===== src/rtl/line_echo.sv =====
// Line-buffered echo between the two byte streams of a USB CDC core: bytes are
// collected until a terminator, a full buffer or an idle timeout, then replayed.
module line_echo #(
  parameter int          DEPTH      = 64,
  parameter logic [7:0]  TERMINATOR = 8'h0D,
  parameter bit          UPPERCASE  = 1'b1,
  parameter logic [15:0] TIMEOUT    = 16'd48000
) (
  input  logic                     clk_i,
  input  logic                     rst_i,
  input  logic [7:0]               out_data_i,
  input  logic                     out_valid_i,
  output logic                     out_ready_o,
  output logic [7:0]               in_data_o,
  output logic                     in_valid_o,
  input  logic                     in_ready_i,
  output logic [$clog2(DEPTH):0]   line_len_o,
  output logic                     busy_o
);

  localparam int                AW          = $clog2(DEPTH);
  localparam int                LW          = AW + 1;
  localparam logic [LW-1:0]     LEN_ONE     = LW'(1);
  localparam logic [LW-1:0]     LEN_NEAR    = LW'(DEPTH - 1);
  localparam logic [15:0]       IDLE_LAST   = TIMEOUT - 16'd1;
  localparam bit                TIMEOUT_ON  = (TIMEOUT != 16'd0);

  typedef enum logic {
    FILL  = 1'b0,
    DRAIN = 1'b1
  } state_t;

  state_t          state;
  logic [AW-1:0]   wr_ptr;
  logic [AW-1:0]   rd_ptr;
  logic [LW-1:0]   line_len;
  logic [15:0]     idle_cnt;
  logic [7:0]      buffer [DEPTH];

  logic            byte_acc;
  logic            out_acc;
  logic            idle_expire;
  logic            line_closes;
  logic [7:0]      rd_byte;

  function automatic logic [7:0] convert(input logic [7:0] b);
    if (UPPERCASE && (b >= 8'h61) && (b <= 8'h7A)) return b - 8'h20;
    return b;
  endfunction

  assign byte_acc    = out_valid_i && (state == FILL);
  assign out_acc     = in_ready_i && (state == DRAIN);

  // Expiry is an edge event: the counter sits one below TIMEOUT and this edge
  // would make it reach TIMEOUT, so the partial line is released on this edge.
  assign idle_expire = TIMEOUT_ON && (line_len != '0) && (idle_cnt == IDLE_LAST);

  // A byte arriving on the expiry edge still joins the line before it drains.
  assign line_closes = (out_data_i == TERMINATOR) || (line_len == LEN_NEAR) || idle_expire;

  // NOTE: sequential state uses non-blocking assignments so every register
  // samples pre-edge values; blocking here would create order-dependent races.
  always_ff @(posedge clk_i or posedge rst_i) begin
    if (rst_i) begin
      state    <= FILL;
      wr_ptr   <= '0;
      rd_ptr   <= '0;
      line_len <= '0;
      idle_cnt <= '0;
    end else begin
      case (state)
        FILL: begin
          if (byte_acc) begin
            wr_ptr   <= wr_ptr + AW'(1);
            line_len <= line_len + LEN_ONE;
            idle_cnt <= '0;
            if (line_closes) state <= DRAIN;
          end else if (idle_expire) begin
            idle_cnt <= '0;
            state    <= DRAIN;
          end else if (TIMEOUT_ON && (line_len != '0)) begin
            idle_cnt <= idle_cnt + 16'd1;
          end
        end
        DRAIN: begin
          if (out_acc) begin
            if (line_len == LEN_ONE) begin
              state    <= FILL;
              wr_ptr   <= '0;
              rd_ptr   <= '0;
              line_len <= '0;
              idle_cnt <= '0;
            end else begin
              rd_ptr   <= rd_ptr + AW'(1);
              line_len <= line_len - LEN_ONE;
            end
          end
        end
        default: state <= FILL;
      endcase
    end
  end

  // NOTE: the line storage has no reset; line_len decides which entries are
  // meaningful, so clearing the array would only cost logic.
  always_ff @(posedge clk_i) begin
    if (byte_acc) buffer[wr_ptr] <= out_data_i;
  end

  assign rd_byte = buffer[rd_ptr];

  // NOTE: default assignment first so no path leaves in_data_o unassigned,
  // which would otherwise infer a latch.
  always_comb begin
    in_data_o = 8'h00;
    if (state == DRAIN) in_data_o = convert(rd_byte);
  end

  assign out_ready_o = (state == FILL);
  assign in_valid_o  = (state == DRAIN);
  assign busy_o      = (state == DRAIN);
  assign line_len_o  = line_len;

endmodule


===== config.mk =====
export PLATFORM = sky130hd
export DESIGN_NAME = line_echo
export DESIGN_NICKNAME = d
export VERILOG_FILES = /design/src/rtl/line_echo.sv
export SDC_FILE = /design/constraint.sdc
export NUM_CORES = 1
export LEC_CHECK = 0
export CELL_PAD_IN_SITES_DETAIL_PLACEMENT = 1
export CELL_PAD_IN_SITES_GLOBAL_PLACEMENT = 1
export CORE_UTILIZATION = 40
export CTS_CLUSTER_SIZE = 12
export DETAILED_ROUTE_END_ITERATION = 8
export PLACE_DENSITY_LB_ADDON = 0.12
export SYNTH_ARGS = -nofsm -noshare
export SYNTH_HDL_FRONTEND = slang
export SYNTH_SLANG_ARGS = --single-unit

===== constraint.sdc =====
create_clock -name clk_i -period 4.15 [get_ports clk_i]
set_input_delay 0.6225 -clock clk_i [delete_from_list [all_inputs] [get_ports clk_i]]
set_output_delay 0.6225 -clock clk_i [all_outputs]
set_load 0.005 [all_outputs]

== Word level (Yosys, flattened, before mapping) ==
Memory sizes are Yosys's and may differ from the RTL's.
Cells that the tools add are included.

* Bitwise logic cells: 1
* Add/sub/neg operators: 6
* Reduce and logical (&&, ||, !) cells: 11
* Muxes and demuxes: 28
* Equality and inequality tests: 8
* Magnitude comparators: 2

{| class="wikitable"
|+ Operators by type and width
! operator !! count
|-
| 16-bit 2-to-1 mux || 5
|-
| 16-bit one-hot mux with 2 select lines || 1
|-
| 6-bit 2-to-1 mux || 4
|-
| 8-bit 2-to-1 mux || 3
|-
| 7-bit 2-to-1 mux || 3
|-
| 16-bit by 1-bit adder with 16-bit output, second input constant || 1
|-
| 16-bit == test, second input constant || 1
|-
| 7-bit one-hot mux with 2 select lines || 1
|-
| 6-bit by 1-bit adder with 6-bit output, second input constant || 2
|-
| 6-bit one-hot mux with 2 select lines || 1
|-
| 1-bit 2-to-1 mux || 9
|-
| 8-bit by 4-bit == test with 1-bit output, second input constant || 1
|-
| 8-bit by 7-bit >= comparator with 1-bit output, second input constant || 1
|-
| 8-bit by 7-bit less-or-equal comparator with 1-bit output, second input constant || 1
|-
| 8-bit by 6-bit subtractor with 8-bit output, second input constant || 1
|-
| 7-bit by 1-bit adder with 7-bit output, second input constant || 1
|-
| 7-bit by 1-bit == test with 1-bit output, second input constant || 1
|-
| 7-bit by 6-bit == test with 1-bit output, second input constant || 1
|-
| 7-bit nonzero test || 1
|-
| 7-bit by 1-bit subtractor with 7-bit output, second input constant || 1
|-
| 2-bit by 1-bit inequality test with 1-bit output, second input constant || 3
|-
| 3-bit AND reduction || 2
|-
| 1-bit logical AND || 4
|-
| 4-bit by 1-bit inequality test with 1-bit output, second input constant || 1
|-
| 4 further kinds || 6
|}

* Memories kept: 1
* Word-level logic and storage cells: 62
* Register bits: 36
* Output and inout bits: 18
* Bits in writable memories: 512
* Bits of input ports: 12

{| class="wikitable"
|+ Memories
! name !! depth !! width !! rd ports !! clocked after memory_dff !! write ports !! RTL line !! RTL
|-
| buffer || 64 || 8 || 1 || 0 || 1 || 38 || <nowiki>logic [7:0] buffer [DEPTH];</nowiki>
|}

== Logic depth before layout (Yosys ltp) ==
An unclocked memory read counts as a cell.

* Depth after elaboration: 7
* Depth in mapped cells: 12
* Gate-level depth less buffers: 9

== Worst setup path after synthesis ==
Ideal clock, no wire load.

* Kind: reg2out
* Start: register rd_ptr[1]
* End: output in_data_o[6]
* Path buffers: 2
* Arrival: 2.701 ns
* Slack: 0.827 ns
* Cell stages (with the launch flop): 9
* Required time: 3.527 ns
* Cells stage by stage: dfrtp_1 > buf_2 > buf_1 > mux4_2 > mux4_2 > mux2_2 > o21ai_0 > ha_1 > a311oi_1

* Word-level cells in the longest chain between the ends: 7
* Elaborated cells on any way between the ends: 10
* Those cells by class: add/sub (1); order compare (2); mux (5); reduce/logical (1); memory (1)

{| class="wikitable"
|+ Ends and longest elaborated chain
! element !! RTL line !! RTL
|-
| from (decl) || 35 || <nowiki>logic [AW-1:0] rd_ptr;</nowiki>
|-
| from (signal assigned) || 94 || <nowiki>rd_ptr <= rd_ptr + AW'(1);</nowiki>
|-
| memory read 64 x 8 bit * || n/a ||
|-
| 8-bit by 7-bit >= comparator with 1-bit output or 8-bit by 7-bit less-or-equal comparator with 1-bit output (tied branches) || 47 || <nowiki>if (UPPERCASE && (b >= 8'h61) && (b <= 8'h7A)) return b - 8'h20;</nowiki>
|-
| 1-bit logical AND || 47 ||
|-
| 1-bit 2-to-1 mux || 47 ||
|-
| 1-bit 2-to-1 mux || 116 || <nowiki>if (state == DRAIN) in_data_o = convert(rd_byte);</nowiki>
|-
| 8-bit 2-to-1 mux * || 48 || <nowiki>return b;</nowiki>
|-
| 8-bit 2-to-1 mux * || 116 ||
|-
| to (decl) || 14 || <nowiki>output logic [7:0] in_data_o,</nowiki>
|}

Every way passes the cells marked *; elsewhere a longest branch is shown, timed or not. The select of a mux whose other input is x is not followed.

== Final worst setup path ==
* Start: register rd_ptr[0]
* End: output in_data_o[6]

Same word-level chain as after synthesis.

==> flow_metrics.env <==
export IMPL_wl_um=60700
export IMPL_skew_ns=0.0291
export IMPL_grt_pass1_wl_um=88800
export IMPL_grt_pass1_vias=12800
export IMPL_grtUsageTotal=0.219
export IMPL_portBuffers=29
export IMPL_wl_per_cell_um=26.8
export IMPL_relSlewSlack=0.358
export IMPL_drt_iter0_drc=954
export IMPL_ys_seq_elements=548
export IMPL_clock_root_buffer="clkbuf_16"
export IMPL_dp_slack_ns=-0.394
export IMPL_clk_pin_slew_ns=0.06
export IMPL_layout_min_cycle_time_ns=4.41
export IMPL_die_y_um=238
export IMPL_ys_types=62
export IMPL_path_class="flop to output port"
export IMPL_grt_antenna_before_repair=1
export IMPL_peakVddDrop_uv=362
export IMPL_syn2layout_area_growth_pct=23.1
export IMPL_fin_crit_sh=1.06
export IMPL_p_sw_mw=4.54
export IMPL_syn_inst=1229
export IMPL_power_mw=15.8
export IMPL_dr_total_vias=12300
export IMPL_hold_class="input pin to async pin"
export IMPL_switching_share=0.287
export IMPL_clock_sinks=548
export IMPL_syn_avg_cell_area_um2=18.1
export IMPL_clock_path_buffers=3
export IMPL_remaining_drc_errors=0
export IMPL_critPathArrivalTime_ns=3.79
export IMPL_utilization=0.498
export IMPL_violations="setup timing"
export IMPL_synth_ff_type="edfxtp_1"
export IMPL_die_x_um=238
export IMPL_cp_data_required_time_ns=3.53
export IMPL_synth_top_area_share=0.691
export IMPL_grt_max_degree=66
export IMPL_async_flop_share=0.0657
export IMPL_cp_start_kind="flop"
export IMPL_dieArea_um2=56600
export IMPL_tightestPinTransition_ns=0.959
export IMPL_status="complete, but fails checks"
export IMPL_worst_slack_ns=-0.264
export IMPL_comb_power_share=0.277
export IMPL_htreeDepth=2
export IMPL_r2r_setup_slack_ns=1.15
export IMPL_synth_common_cells="512 x edfxtp_1, 101 x mux4_2, 95 x nor2_1, 82 x mux2i_1, 50 x o21ai_0"
export IMPL_hpwl_um=39500
export IMPL_fin_tns_setup_ns=-0.665
export IMPL_cts_tree="yes"
export IMPL_drive_gt1_frac=0.332
export IMPL_p_seq_frac=0.394
export IMPL_yosysMostFrequentCell="edfxtp_1"
export IMPL_hold_ws_ns=0.496
export IMPL_clk_latency_ns=0.62
export IMPL_fmax_mhz=227
export IMPL_finalNetCount=1489
export IMPL_instances_no_fill=2267
export IMPL_maxCapViolCount=0
export IMPL_setup_viol=3
export IMPL_synth_top_area_cell="edfxtp_1"
export IMPL_end_kind="output port"
export IMPL_rsz0062_at_grt="true"
export IMPL_r2r_end="idle_cnt[12]$_DFFE_PP0P_"
export IMPL_p_int_mw=11.3
export IMPL_initial_core_util=0.405
export IMPL_ys_seq_area_frac=0.732
export IMPL_fin_area_um2=27400
export IMPL_rows=86
export IMPL_dp_cells=2118
export IMPL_gp_congestion=0.817
export IMPL_num_io_pins=30
export IMPL_leakage_nw=9.28
export IMPL_ant_nets=0
export IMPL_p_clk_frac=0.329
export IMPL_cts_buffers=59
export IMPL_reg2reg_depth=9
export IMPL_drtPass1Iterations=4
export IMPL_place_area_um2=24500
export IMPL_powerDensity_nw_per_um2=578
export IMPL_syn_nets=1248
export IMPL_netlist_area_um2=22200
export IMPL_regToRegStartpoint="line_len_o[4]$_DFFE_PP0P_"
export IMPL_finalHoldViolations=0
export IMPL_maxSlewViolCount=0
export IMPL_yosysWarningCount=0
export IMPL_netlist_top_cells_area="edfxtp_1 69%, mux4_2 10%, dfrtp_1 4.1%"
export IMPL_core_area_um2=55000
export IMPL_avgViaCountPerCell=5.42
export IMPL_synth_edf_count=512
export IMPL_overflow=0
export IMPL_cp_max_fo=7
export IMPL_cts_hold_buf=0
worst max-delay path, cell delays in order, from the launching register on:
cell and delay [ns]:
dfrtp_4 0.58, buf_12 0.17, buf_16 0.13, buf_6 0.11, mux4_2 0.44, mux4_2 0.56
mux2_4 0.33, o21ai_4 0.17, ha_4 0.24, a311oi_4 0.27, buf_2 0.16
cells in the final DEF, fill, tap and decap left out, types with 10 or more instances in the layout:
cell type,synthesis,layout
nor3_1,12,12
clkbuf_1,33,17
buf_2,11,11
buf_4,5,182
a21oi_1,30,24
nand3_1,17,16
edfxtp_1,512,512
buf_6,12,15
o21ai_1,6,10
clkbuf_16,0,62
dfrtp_1,36,32
clkdlybuf4s50_1,0,13
o21ai_0,50,35
a221oi_2,2,14
nor2_1,95,92
inv_1,10,10
mux2i_1,82,71
buf_12,0,16
and2_1,13,12
mux4_2,101,101
nand2_1,44,43
power by group through the flow:
| stage | clock network [mW] | registers [mW] | logic [mW] |
|---|---|---|---|
| 2_1_floorplan | 0 | 6.26 | 1.85 |
| 3_3_place_gp | 0 | 6.33 | 3.62 |
| 3_5_place_dp | 0 | 6.33 | 3.64 |
| 4_1_cts | 5.33 | 6.23 | 4.11 |
| 5_1_grt | 5.50 | 6.25 | 4.65 |
| 6_report | 5.20 | 6.24 | 4.39 |
repair_timing:
item | 4_1_cts | 5_1_grt
setup buffers | 28 | 9
pin swaps | 24 | 30
gates cloned | 4 | 1
gates resized for setup | 100 | 48
setup endpoints to repair | 8 | 8
cells by family after synthesis:
logic type                 synth area share
DFF                                   0.732
xor gates and xnor gates            0.00315
muxes                                 0.143
and+or+nand+nor                      0.0489
AOI/OAI and AO/OA                    0.0483
buffers and inverters                0.0207
adders and majority gates           0.00394
layout make-up:
cell class | count | area [µm²]
flip-flops and latches | 548 | 16300
clock buffers | 84 | 1670
diodes | 2 | 5.00
multi-input cells | 600 | 5930
inverters | 12 | 46.3
fillers | 5129 | 27600
well taps | 748 | 936
repair buffers | 249 | 2250
clock inverters | 24 | 240
worst max path at each step:
stage / from / end / cells after the start
after floorplan: rd_ptr[1]$_DFFE_PP0P_ / in_data_o[6] / 8
after global placement: rd_ptr[1]$_DFFE_PP0P_ / in_data_o[6] / 12
after detailed placement: rd_ptr[1]$_DFFE_PP0P_ / in_data_o[6] / 12
after CTS: rd_ptr[0]$_DFFE_PP0P_ / in_data_o[6] / 10
after global routing: rd_ptr[0]$_DFFE_PP0P_ / in_data_o[6] / 14
final: rd_ptr[0]$_DFFE_PP0P_ / in_data_o[6] / 10
state kept, by name, indices dropped and copies added, names as in the netlist:
name,flops
buffer,512
wr_ptr,6
line_len_o,7
idle_cnt,16
busy_o,1
rd_ptr,6
metal layers:
metal	wire length (µm)	up-vias	global-route usage
met3	2840	81	0.0371
li1	-	5448	-
met5	0	-	0
met2	28700	241	0.349
met4	1200	0	0.0575
met1	27900	6525	0.314
(Power assumes the default switching activity.)
